==> src/rtl/fixedpoint_pkg.sv <==
// Shared widths, Q6.9 constants and accumulator FSM states for the fixed-point datapath.
// No logic; no latency; no flow control.
package fixedpoint_pkg;
    localparam int WIDTH_PROD = 32;
    localparam int WIDTH_ACC  = 40;
    localparam int WIDTH_OUT  = 16;
    localparam int FRAC_SHIFT = 9;
    localparam int MAX_TERMS  = 256;

    localparam logic [15:0] Q_ONE = 16'h0200;
    localparam logic [15:0] Q_MAX = 16'h7FFF;
    localparam logic [15:0] Q_MIN = 16'h8000;

    typedef enum logic {
        S_ACC = 1'b0,
        S_OUT = 1'b1
    } acc_state_e;
endpackage

==> src/rtl/fixedpoint_requantize.sv <==
// Round-half-up, arithmetic right shift and saturate a wide signed sum to the output format.
// Purely combinational; no backpressure.
module fixedpoint_requantize #(
    parameter int WIDTH_IN   = 41,
    parameter int WIDTH_OUT  = 16,
    parameter int FRAC_SHIFT = 9
) (
    input  logic [WIDTH_IN-1:0]  sum,
    output logic [WIDTH_OUT-1:0] data,
    output logic                 sat
);
    // One extra bit so adding the rounding constant can never wrap.
    localparam int WR = WIDTH_IN + 1;
    localparam logic [WR-1:0] HALF = {{(WR-1){1'b0}}, 1'b1} << (FRAC_SHIFT - 1);

    logic signed [WR-1:0] biased;
    logic signed [WR-1:0] shifted;
    logic [WR-WIDTH_OUT:0] upper;

    always_comb begin
        biased  = $signed({sum[WIDTH_IN-1], sum}) + $signed(HALF);
        shifted = biased >>> FRAC_SHIFT;
        upper   = shifted[WR-1:WIDTH_OUT-1];
        sat     = 1'b0;
        data    = shifted[WIDTH_OUT-1:0];
        // Result fits only if every bit above the output sign bit matches it.
        if (!((&upper) || !(|upper))) begin
            sat  = 1'b1;
            data = shifted[WR-1] ? {1'b1, {(WIDTH_OUT-1){1'b0}}}
                                 : {1'b0, {(WIDTH_OUT-1){1'b1}}};
        end
    end
endmodule

==> src/rtl/fixedpoint_accumulator.sv <==
// Sums last-terminated groups of signed products and emits one requantised Q6.9 result per group.
// Latency: result valid the cycle after the last beat; input stalls (ready_o=0) while a result waits.
// Backpressure: result held stable until ready_i; one idle cycle before the next group is accepted.
module fixedpoint_accumulator
    import fixedpoint_pkg::*;
#(
    parameter int WIDTH_PROD = fixedpoint_pkg::WIDTH_PROD,
    parameter int WIDTH_ACC  = fixedpoint_pkg::WIDTH_ACC,
    parameter int WIDTH_OUT  = fixedpoint_pkg::WIDTH_OUT,
    parameter int FRAC_SHIFT = fixedpoint_pkg::FRAC_SHIFT,
    parameter int MAX_TERMS  = fixedpoint_pkg::MAX_TERMS
) (
    input  logic                           clk_i,
    input  logic                           rst_ni,
    input  logic                           clear_i,
    input  logic                           valid_i,
    output logic                           ready_o,
    input  logic [WIDTH_PROD-1:0]          data_i,
    input  logic                           last_i,
    output logic                           valid_o,
    input  logic                           ready_i,
    output logic [WIDTH_OUT-1:0]           data_o,
    output logic                           sat_o,
    output logic [$clog2(MAX_TERMS+1)-1:0] count_o
);
    localparam int CW = $clog2(MAX_TERMS + 1);
    localparam int SW = WIDTH_ACC + 1;
    localparam logic [WIDTH_ACC-1:0] ACC_MAX = {1'b0, {(WIDTH_ACC-1){1'b1}}};
    localparam logic [WIDTH_ACC-1:0] ACC_MIN = {1'b1, {(WIDTH_ACC-1){1'b0}}};

    acc_state_e state, state_nxt;

    logic [WIDTH_ACC-1:0] acc;
    logic [WIDTH_ACC-1:0] acc_sat;
    logic [CW-1:0]        count;
    logic [CW-1:0]        count_inc;
    logic                 sticky;
    logic [SW-1:0]        sum;
    logic                 acc_ovf;
    logic                 accept;
    logic [WIDTH_OUT-1:0] q_data;
    logic                 q_sat;

    always_comb begin
        sum       = {acc[WIDTH_ACC-1], acc}
                  + {{(SW-WIDTH_PROD){data_i[WIDTH_PROD-1]}}, data_i};
        acc_ovf   = sum[SW-1] != sum[SW-2];
        acc_sat   = acc_ovf ? (sum[SW-1] ? ACC_MIN : ACC_MAX) : sum[WIDTH_ACC-1:0];
        count_inc = (count == CW'(MAX_TERMS)) ? count : count + 1'b1;
    end

    fixedpoint_requantize #(
        .WIDTH_IN   (SW),
        .WIDTH_OUT  (WIDTH_OUT),
        .FRAC_SHIFT (FRAC_SHIFT)
    ) u_requantize (
        .sum  (sum),
        .data (q_data),
        .sat  (q_sat)
    );

    always_comb begin
        state_nxt = state;
        ready_o   = 1'b0;
        valid_o   = 1'b0;
        accept    = 1'b0;
        case (state)
            S_ACC: begin
                ready_o = 1'b1;
                // A beat arriving together with clear is discarded.
                accept  = valid_i && !clear_i;
                if (accept && last_i) begin
                    state_nxt = S_OUT;
                end
            end
            S_OUT: begin
                valid_o = 1'b1;
                if (ready_i) begin
                    state_nxt = S_ACC;
                end
            end
            default: state_nxt = S_ACC;
        endcase
    end

    always_ff @(posedge clk_i) begin
        if (!rst_ni) begin
            state   <= S_ACC;
            acc     <= '0;
            count   <= '0;
            sticky  <= 1'b0;
            data_o  <= '0;
            sat_o   <= 1'b0;
            count_o <= '0;
        end else begin
            state <= state_nxt;
            if (state == S_ACC && clear_i) begin
                acc    <= '0;
                count  <= '0;
                sticky <= 1'b0;
            end else if (accept && last_i) begin
                data_o  <= q_data;
                sat_o   <= q_sat | sticky;
                count_o <= count_inc;
                acc     <= '0;
                count   <= '0;
                sticky  <= 1'b0;
            end else if (accept) begin
                acc    <= acc_sat;
                count  <= count_inc;
                sticky <= sticky | acc_ovf;
            end
        end
    end
endmodule
==> config.mk <==
export PLATFORM = sky130hd
export DESIGN_NAME = fixedpoint_accumulator
export DESIGN_NICKNAME = d
export VERILOG_FILES = /design/src/rtl/fixedpoint_pkg.sv /design/src/rtl/fixedpoint_requantize.sv /design/src/rtl/fixedpoint_accumulator.sv
export SDC_FILE = /design/constraint.sdc
export NUM_CORES = 1
export LEC_CHECK = 0
export BUFFER_PORTS_ARGS = -buffer_cell sky130_fd_sc_hd__buf_2
export CAP_MARGIN = 20
export CORE_MARGIN = 4
export CORE_UTILIZATION = 60
export CTS_CLUSTER_DIAMETER = 30
export CTS_CLUSTER_SIZE = 25
export DETAILED_ROUTE_END_ITERATION = 7
export PLACE_DENSITY_LB_ADDON = 0.15
export RECOVER_POWER = 50
export SLEW_MARGIN = 5
export SYNTH_ARGS = -nofsm -noshare
export SYNTH_HDL_FRONTEND = slang
export SYNTH_SLANG_ARGS = --single-unit
==> constraint.sdc <==
create_clock -name clk_i -period 6.6 [get_ports clk_i]
set_input_delay 0.99 -clock clk_i [delete_from_list [all_inputs] [get_ports clk_i]]
set_output_delay 0.99 -clock clk_i [all_outputs]
set_load 0.1 [all_outputs]
# == Word level (Yosys, flattened, before mapping) ==
# Index checks and enable logic that the tools add are counted.
# Widths: inputs -> output; s select.
# totals
out_inout_bits,28
ff_bits,77
input_bits,38
# op_classes
eq_ne,2
reduce_logical,11
addsub,3
n_bitwise,5
muxes,12
# op_table
cell,n
$mux 40,2
$add 41x10->42 const B,1
$add 40x32->41,1
$mux 16,2
$reduce_and 18->1,1
$reduce_or 18->1,1
$add 9x1->9 const B,1
$eq 9x9->1 const B,1
$mux 9,1
$mux 1,6
$logic_and 1x1->1,4
$not 1->1,3
$reduce_or 3->1,1
$logic_not 1->1,2
$or 1x1->1,2
$pmux 1 s2,1
$reduce_and 2->1,1
$logic_or 1x1->1,1
$ne 1x1->1,1

# == Logic depth before layout (Yosys ltp) ==
# depth
word_depth,7
mapped_depth,19
ltp_nobuf,17

# == By module ==
# A second synthesis with hierarchy kept.
# hier_totals
cells_unflattened,875
area_unflattened_um2,6655.1
# by_module_without_submodules
module,area_each_um2,cells_each,n_inst
fixedpoint_accumulator,5441.5,700,1
fixedpoint_requantize,1213.7,175,1

# == Least setup slack after synthesis ==
# No wires, ideal clock.
# synth_timing
path_kind,input to register
startpoint,in data_i[0]
endpoint,reg data_o[3]
slack_ns,1.342
arrival_ns,5.136
path_buffers,1
cell_stages,16
path_cell_list,ha_1 > fa_1 > a21oi_1 > o211ai_2 > a222oi_1 > nand2_2 > xnor2_1 > or4_4 > or4b_4 > nor3_2 > mux2_1 > a32oi_1 > and4_1 > nor4_4 > buf_6 > a221o_1
# synth_between
elab_chain_cells,6
elab_cells_between_ends,8
classes_between,add/sub (2); mux (2); reduce/logical (4)
# synth_rtl
item,line_no,rtl
from (decl),fixedpoint_accumulator.sv:18,"input logic [WIDTH_PROD-1:0] data_i,"
$add 40x32->41 (*),fixedpoint_accumulator.sv:46,"+ {{(SW-WIDTH_PROD){data_i[WIDTH_PROD-1]}}, data_i};"
$add 41x10->42 (*),fixedpoint_requantize.sv:21,"biased = $signed({sum[WIDTH_IN-1], sum}) + $signed(HALF);"
$reduce_or 18->1,fixedpoint_requantize.sv:27,if (!((&upper) || !(|upper))) begin
$logic_not 1->1,fixedpoint_requantize.sv:27,
$logic_or 1x1->1,fixedpoint_requantize.sv:27,
$mux 16 (*),fixedpoint_requantize.sv:27,
to (signal assigned),fixedpoint_accumulator.sv:102,data_o <= q_data;
to (decl),fixedpoint_accumulator.sv:22,"output logic [WIDTH_OUT-1:0] data_o,"
# Every way passes the cells marked *; elsewhere a longest branch is shown, timed or not.
# A chain may end at the register's enable or synchronous reset.

# == Worst setup path after layout ==
# layout_timing
startpoint,in data_i[0]
endpoint,reg data_o[8]
# Same word-level chain as after synthesis.

==> impl_results.html <==
<table>
<tr><th>Metric</th><th>Value</th></tr>
<tr><th colspan="2">Floorplanning</th></tr>
<tr><td>Starting density of the core</td><td>61.9%</td></tr>
<tr><td>Die height</td><td>117 µm</td></tr>
<tr><td>Number of top-level pins</td><td>66</td></tr>
<tr><td>Core Box Area</td><td>11600 µm²</td></tr>
<tr><td>FP Rows</td><td>39</td></tr>
<tr><td>Die extent in x</td><td>117 µm</td></tr>
<tr><td>Area enclosed by the die boundary</td><td>13700 µm²</td></tr>
<tr><th colspan="2">Run</th></tr>
<tr><td>Max-cap viol count</td><td>1</td></tr>
<tr><th colspan="2">Yosys</th></tr>
<tr><td>Number of synthesis warnings</td><td>0</td></tr>
<tr><td>Post-Syn Nets</td><td>994</td></tr>
<tr><td>Number of storage elements in the synthesis netlist</td><td>77</td></tr>
<tr><td>Count of mapped cells out of synthesis</td><td>911</td></tr>
<tr><td>Count of different cell masters after synthesis</td><td>92</td></tr>
<tr><td>Post-synthesis cell area</td><td>7160 µm²</td></tr>
<tr><td>Syn_area_per_cell</td><td>7.86 µm²</td></tr>
<tr><td>Sequential element share of the synthesized area</td><td>21.5%</td></tr>
<tr><td>Top_reg_cell synth</td><td>sky130_fd_sc_hd__dfxtp_1</td></tr>
<tr><td>Async set-reset flop share out of synthesis</td><td>0%</td></tr>
<tr><td>Post-synth EDFFs</td><td>0</td></tr>
<tr><th colspan="2">Finish</th></tr>
<tr><td>Area added between synthesis and finish</td><td>7.20%</td></tr>
<tr><td>Proportion of layout cells with a drive suffix above 1</td><td>12.1%</td></tr>
<tr><td>Number of antenna repair diodes</td><td>0</td></tr>
<tr><td>Non-filler cells in the finished layout</td><td>1080</td></tr>
<tr><td>Fillers</td><td>1045</td></tr>
<tr><td>Nets</td><td>1015</td></tr>
<tr><th colspan="2">GRT</th></tr>
<tr><td>Total track usage</td><td>30.8%</td></tr>
<tr><td>Via count of the first global-routing pass</td><td>6791</td></tr>
<tr><td>Wire length of the first global-routing pass</td><td>33600 µm</td></tr>
<tr><td>Pin count of the biggest net entering global routing</td><td>51</td></tr>
<tr><td>Initial antenna violation count</td><td>0</td></tr>
<tr><td>Grt total ovfl</td><td>0</td></tr>
<tr><th colspan="2">Timing</th></tr>
<tr><td>Fmax achieved</td><td>180 MHz</td></tr>
<tr><td>Final min period</td><td>5.55 ns</td></tr>
<tr><td>Total negative slack for setup checks</td><td>0 ns</td></tr>
<tr><td>Worst relative slew slack</td><td>-64.3%</td></tr>
<tr><td>Setup repair after global routing missed its margin</td><td>no</td></tr>
<tr><td>Setup-failing EPs final</td><td>0</td></tr>
<tr><td>Max-slew violations</td><td>51</td></tr>
<tr><td>Slew at the pin closest to its max-slew limit</td><td>2.46 ns</td></tr>
<tr><td>Fin crit share</td><td>84.2%</td></tr>
<tr><td>Clock Skews</td><td>0.00573 ns</td></tr>
<tr><td>Final Hold Fails</td><td>0</td></tr>
<tr><th colspan="2">Clock tree</th></tr>
<tr><td>Total number of H-tree levels</td><td>3</td></tr>
<tr><td>Clock tree from TritonCTS</td><td>yes</td></tr>
<tr><td>Root buf cell</td><td>sky130_fd_sc_hd__clkbuf_16</td></tr>
<tr><td>CTS resizes</td><td>0</td></tr>
<tr><td>Clock Pin Slew Worst Setup and Hold Paths</td><td>0.07 ns</td></tr>
<tr><td>Max clock buf depth</td><td>2</td></tr>
<tr><td>Hold_buf cts</td><td>0</td></tr>
<tr><td>Number of clock sinks</td><td>77</td></tr>
<tr><td>Number of CTS-inserted buffers</td><td>9</td></tr>
<tr><td>Post-CTS Repair Setup Buffers</td><td>0</td></tr>
<tr><td>Clock Latency Late Sink</td><td>0.35 ns</td></tr>
<tr><th colspan="2">Critical path</th></tr>
<tr><td>Critical path class</td><td>input pin to flop</td></tr>
<tr><td>Element type at the critical path end</td><td>flop</td></tr>
<tr><td>Worst endpoint data arrival time</td><td>5.85 ns</td></tr>
<tr><td>Maximum net fanout on the critical path</td><td>12</td></tr>
<tr><td>CP required</td><td>6.89 ns</td></tr>
<tr><td>Sort of element at the start of the critical path</td><td>input pin</td></tr>
<tr><th colspan="2">Placed design</th></tr>
<tr><td>Final HPWL DP</td><td>15800 µm</td></tr>
<tr><td>Number of buffer cells added on primary ports</td><td>65</td></tr>
<tr><td>Total placed cells including tap cells</td><td>1064</td></tr>
<tr><td>Weighted congestion at the end of routability-driven global placement</td><td>0.978</td></tr>
<tr><th colspan="2">Power and ir drop</th></tr>
<tr><td>Sw frac</td><td>39.0%</td></tr>
<tr><td>Switching power</td><td>0.612 mW</td></tr>
<tr><td>Clk pwr share</td><td>33.8%</td></tr>
<tr><td>Static Leakage</td><td>2.97 nW</td></tr>
<tr><td>Power per unit of standard cell area</td><td>204 nW/µm²</td></tr>
<tr><td>Internal</td><td>0.955 mW</td></tr>
<tr><td>Combinational cell fraction of total power</td><td>34.7%</td></tr>
<tr><td>Worst supply voltage drop on vdd</td><td>151 µV</td></tr>
<tr><td>Proportion of power drawn by flip-flops and latches</td><td>31.5%</td></tr>
<tr><th colspan="2">Drt</th></tr>
<tr><td>Number of iterations in the first detailed-routing pass</td><td>5</td></tr>
<tr><td>ANT nets after route</td><td>0</td></tr>
<tr><td>Initial detailed-routing violation count</td><td>600</td></tr>
<tr><td>Drt drc</td><td>0</td></tr>
<tr><td>Routed length per instance</td><td>19.5 µm</td></tr>
<tr><td>Final routed wirelength across all metal layers</td><td>21000 µm</td></tr>
<tr><td>Via/cell ratio</td><td>6.64</td></tr>
<tr><td>Via total after detailed routing</td><td>7172</td></tr>
<tr><th colspan="2">Status</th></tr>
<tr><td>Violated checks</td><td>max-capacitance violations, max-slew violations</td></tr>
<tr><td>Run status</td><td>finished, violations left</td></tr>
<tr><th colspan="2">Min path</th></tr>
<tr><td>Hold Path Class</td><td>flop to flop</td></tr>
</table>
-- cells by family (layout without fill, tap and decap cells) --
| group | after synthesis | count (layout) | share of synthesized area, % |
|---|---|---|---|
| xor+xnor | 61 | 61 | 8.15 |
| fa+ha+maj | 45 | 45 | 7.97 |
| compound gates | 288 | 288 | 29.1 |
| flops | 77 | 77 | 21.5 |
| mux | 8 | 8 | 1.17 |
| simple gates | 353 | 353 | 26.6 |
| buf+inv | 79 | 105 | 5.52 |
-- layer usage --
layer  global-route usage, %  up-vias  wire [µm]
met5                       0        -          0
met4                    14.2        0        746
met3                    3.55       54       1030
met2                    53.2      242      10200
met1                    38.2     3404       9050
li1                        -     3472          -
-- worst paths after layout --
kind         startpoint         to  slack (ns)  cells past startpoint
max           data_i[0]  data_o[8]        1.05                     16
min             acc[30]    acc[30]        0.46                      2
max reg2reg      acc[0]  data_o[8]        1.49                     15
min reg2reg     acc[30]    acc[30]        0.46                      2
-- power by group through the flow --
stage	Clock (mW)	Sequential, mW	Combinational (mW)
global route	0.551	0.495	0.586
finish	0.530	0.494	0.543
floorplan	0	0.552	0.359
detailed placement	0	0.504	0.533
global placement	0	0.503	0.524
CTS	0.537	0.493	0.537
-- cell usage in the layout (no fill, tap or decap), types with 5 or more instances in the layout --
cell type	synthesis	routed
sky130_fd_sc_hd__nor2_1	93	93
sky130_fd_sc_hd__nand2_1	83	83
sky130_fd_sc_hd__dfxtp_1	77	77
sky130_fd_sc_hd__a21oi_1	62	62
sky130_fd_sc_hd__o21ai_0	47	47
sky130_fd_sc_hd__ha_1	44	44
sky130_fd_sc_hd__buf_2	7	37
sky130_fd_sc_hd__xnor2_1	35	35
sky130_fd_sc_hd__o211ai_1	33	33
sky130_fd_sc_hd__clkbuf_1	37	29
sky130_fd_sc_hd__nand4_1	25	25
sky130_fd_sc_hd__nor3_1	23	23
sky130_fd_sc_hd__nand3_1	22	22
sky130_fd_sc_hd__nand2b_1	21	21
sky130_fd_sc_hd__xor2_1	21	21
sky130_fd_sc_hd__inv_1	17	17
sky130_fd_sc_hd__a311oi_1	16	16
sky130_fd_sc_hd__a21o_1	14	14
sky130_fd_sc_hd__a221o_1	14	14
sky130_fd_sc_hd__o211a_1	12	12
sky130_fd_sc_hd__and3_1	9	9
sky130_fd_sc_hd__clkbuf_16	0	9
sky130_fd_sc_hd__a211oi_1	8	8
sky130_fd_sc_hd__and4_1	8	8
sky130_fd_sc_hd__or3_1	8	8
sky130_fd_sc_hd__a21boi_0	7	7
sky130_fd_sc_hd__o21ai_1	8	7
sky130_fd_sc_hd__o21bai_1	6	6
sky130_fd_sc_hd__nor4_1	6	6
sky130_fd_sc_hd__o21a_1	6	6
sky130_fd_sc_hd__or2_2	6	6
sky130_fd_sc_hd__and2_1	7	5
sky130_fd_sc_hd__o2111ai_1	5	5
sky130_fd_sc_hd__nor3_2	5	5
sky130_fd_sc_hd__mux2i_1	5	5
sky130_fd_sc_hd__buf_4	12	5
-- synthesized netlist by cell type (14+ instances only) --
cell type	number	area share, %
sky130_fd_sc_hd__nor2_1	93	4.9
sky130_fd_sc_hd__nand2_1	83	4.4
sky130_fd_sc_hd__dfxtp_1	77	22
sky130_fd_sc_hd__a21oi_1	62	4.3
sky130_fd_sc_hd__o21ai_0	47	3.3
sky130_fd_sc_hd__ha_1	44	7.7
sky130_fd_sc_hd__clkbuf_1	37	1.9
sky130_fd_sc_hd__xnor2_1	35	4.3
sky130_fd_sc_hd__o211ai_1	33	3.5
sky130_fd_sc_hd__nand4_1	25	2.2
sky130_fd_sc_hd__nor3_1	23	1.6
sky130_fd_sc_hd__nand3_1	22	1.5
sky130_fd_sc_hd__nand2b_1	21	1.8
sky130_fd_sc_hd__xor2_1	21	2.6
sky130_fd_sc_hd__inv_1	17	0.89
sky130_fd_sc_hd__a311oi_1	16	2.0
sky130_fd_sc_hd__a21o_1	14	1.5
sky130_fd_sc_hd__a221o_1	14	2.0
-- sequential cells by signal, indices dropped and copies added (netlist names) --
register	count
sat_o	1
acc	40
data_o	16
sticky	1
count_o	9
count	9
state	1
-- through the flow --
step	total power [mW]	util [%]	hold WS, ns	area (µm²)	worst slack (ns)
global placement	1.03	64.1	0.444	7410	0.977
CTS	1.57	66.7	0.462	7710	1.11
global route	1.63	66.4	0.484	7670	0.803
floorplan	0.912	-	0.432	7160	1.34
finish	1.57	66.4	0.461	7670	1.05
detailed placement	1.04	64.1	0.455	7410	0.780
-- final cells by class --
cell class,instances,area (µm²),share of cell area (%)
multi-input combinational,755,5230,68.2
sequential,77,1540,20.1
timing repair buffer,72,352,4.58
clock buffer,9,225,2.93
tap,143,179,2.33
clock inverter,7,80.1,1.04
inverter,17,63.8,0.832
-- critical path: stages --
cell and delay (ns):
sky130_fd_sc_hd__buf_2 0.10, sky130_fd_sc_hd__ha_1 0.24, sky130_fd_sc_hd__fa_1 0.44, sky130_fd_sc_hd__a21oi_1 0.22, sky130_fd_sc_hd__o211ai_2 0.19, sky130_fd_sc_hd__a222oi_1 0.64, sky130_fd_sc_hd__nand2_2 0.15, sky130_fd_sc_hd__xnor2_1 0.23
sky130_fd_sc_hd__or4_4 0.55, sky130_fd_sc_hd__or4b_4 0.54, sky130_fd_sc_hd__nor3_2 0.17, sky130_fd_sc_hd__nand3_2 0.15, sky130_fd_sc_hd__xnor2_4 0.27, sky130_fd_sc_hd__and4bb_4 0.26, sky130_fd_sc_hd__nor4_4 0.48, sky130_fd_sc_hd__a221o_1 0.21
No activity file was read; power rests on OpenSTA's default activity.
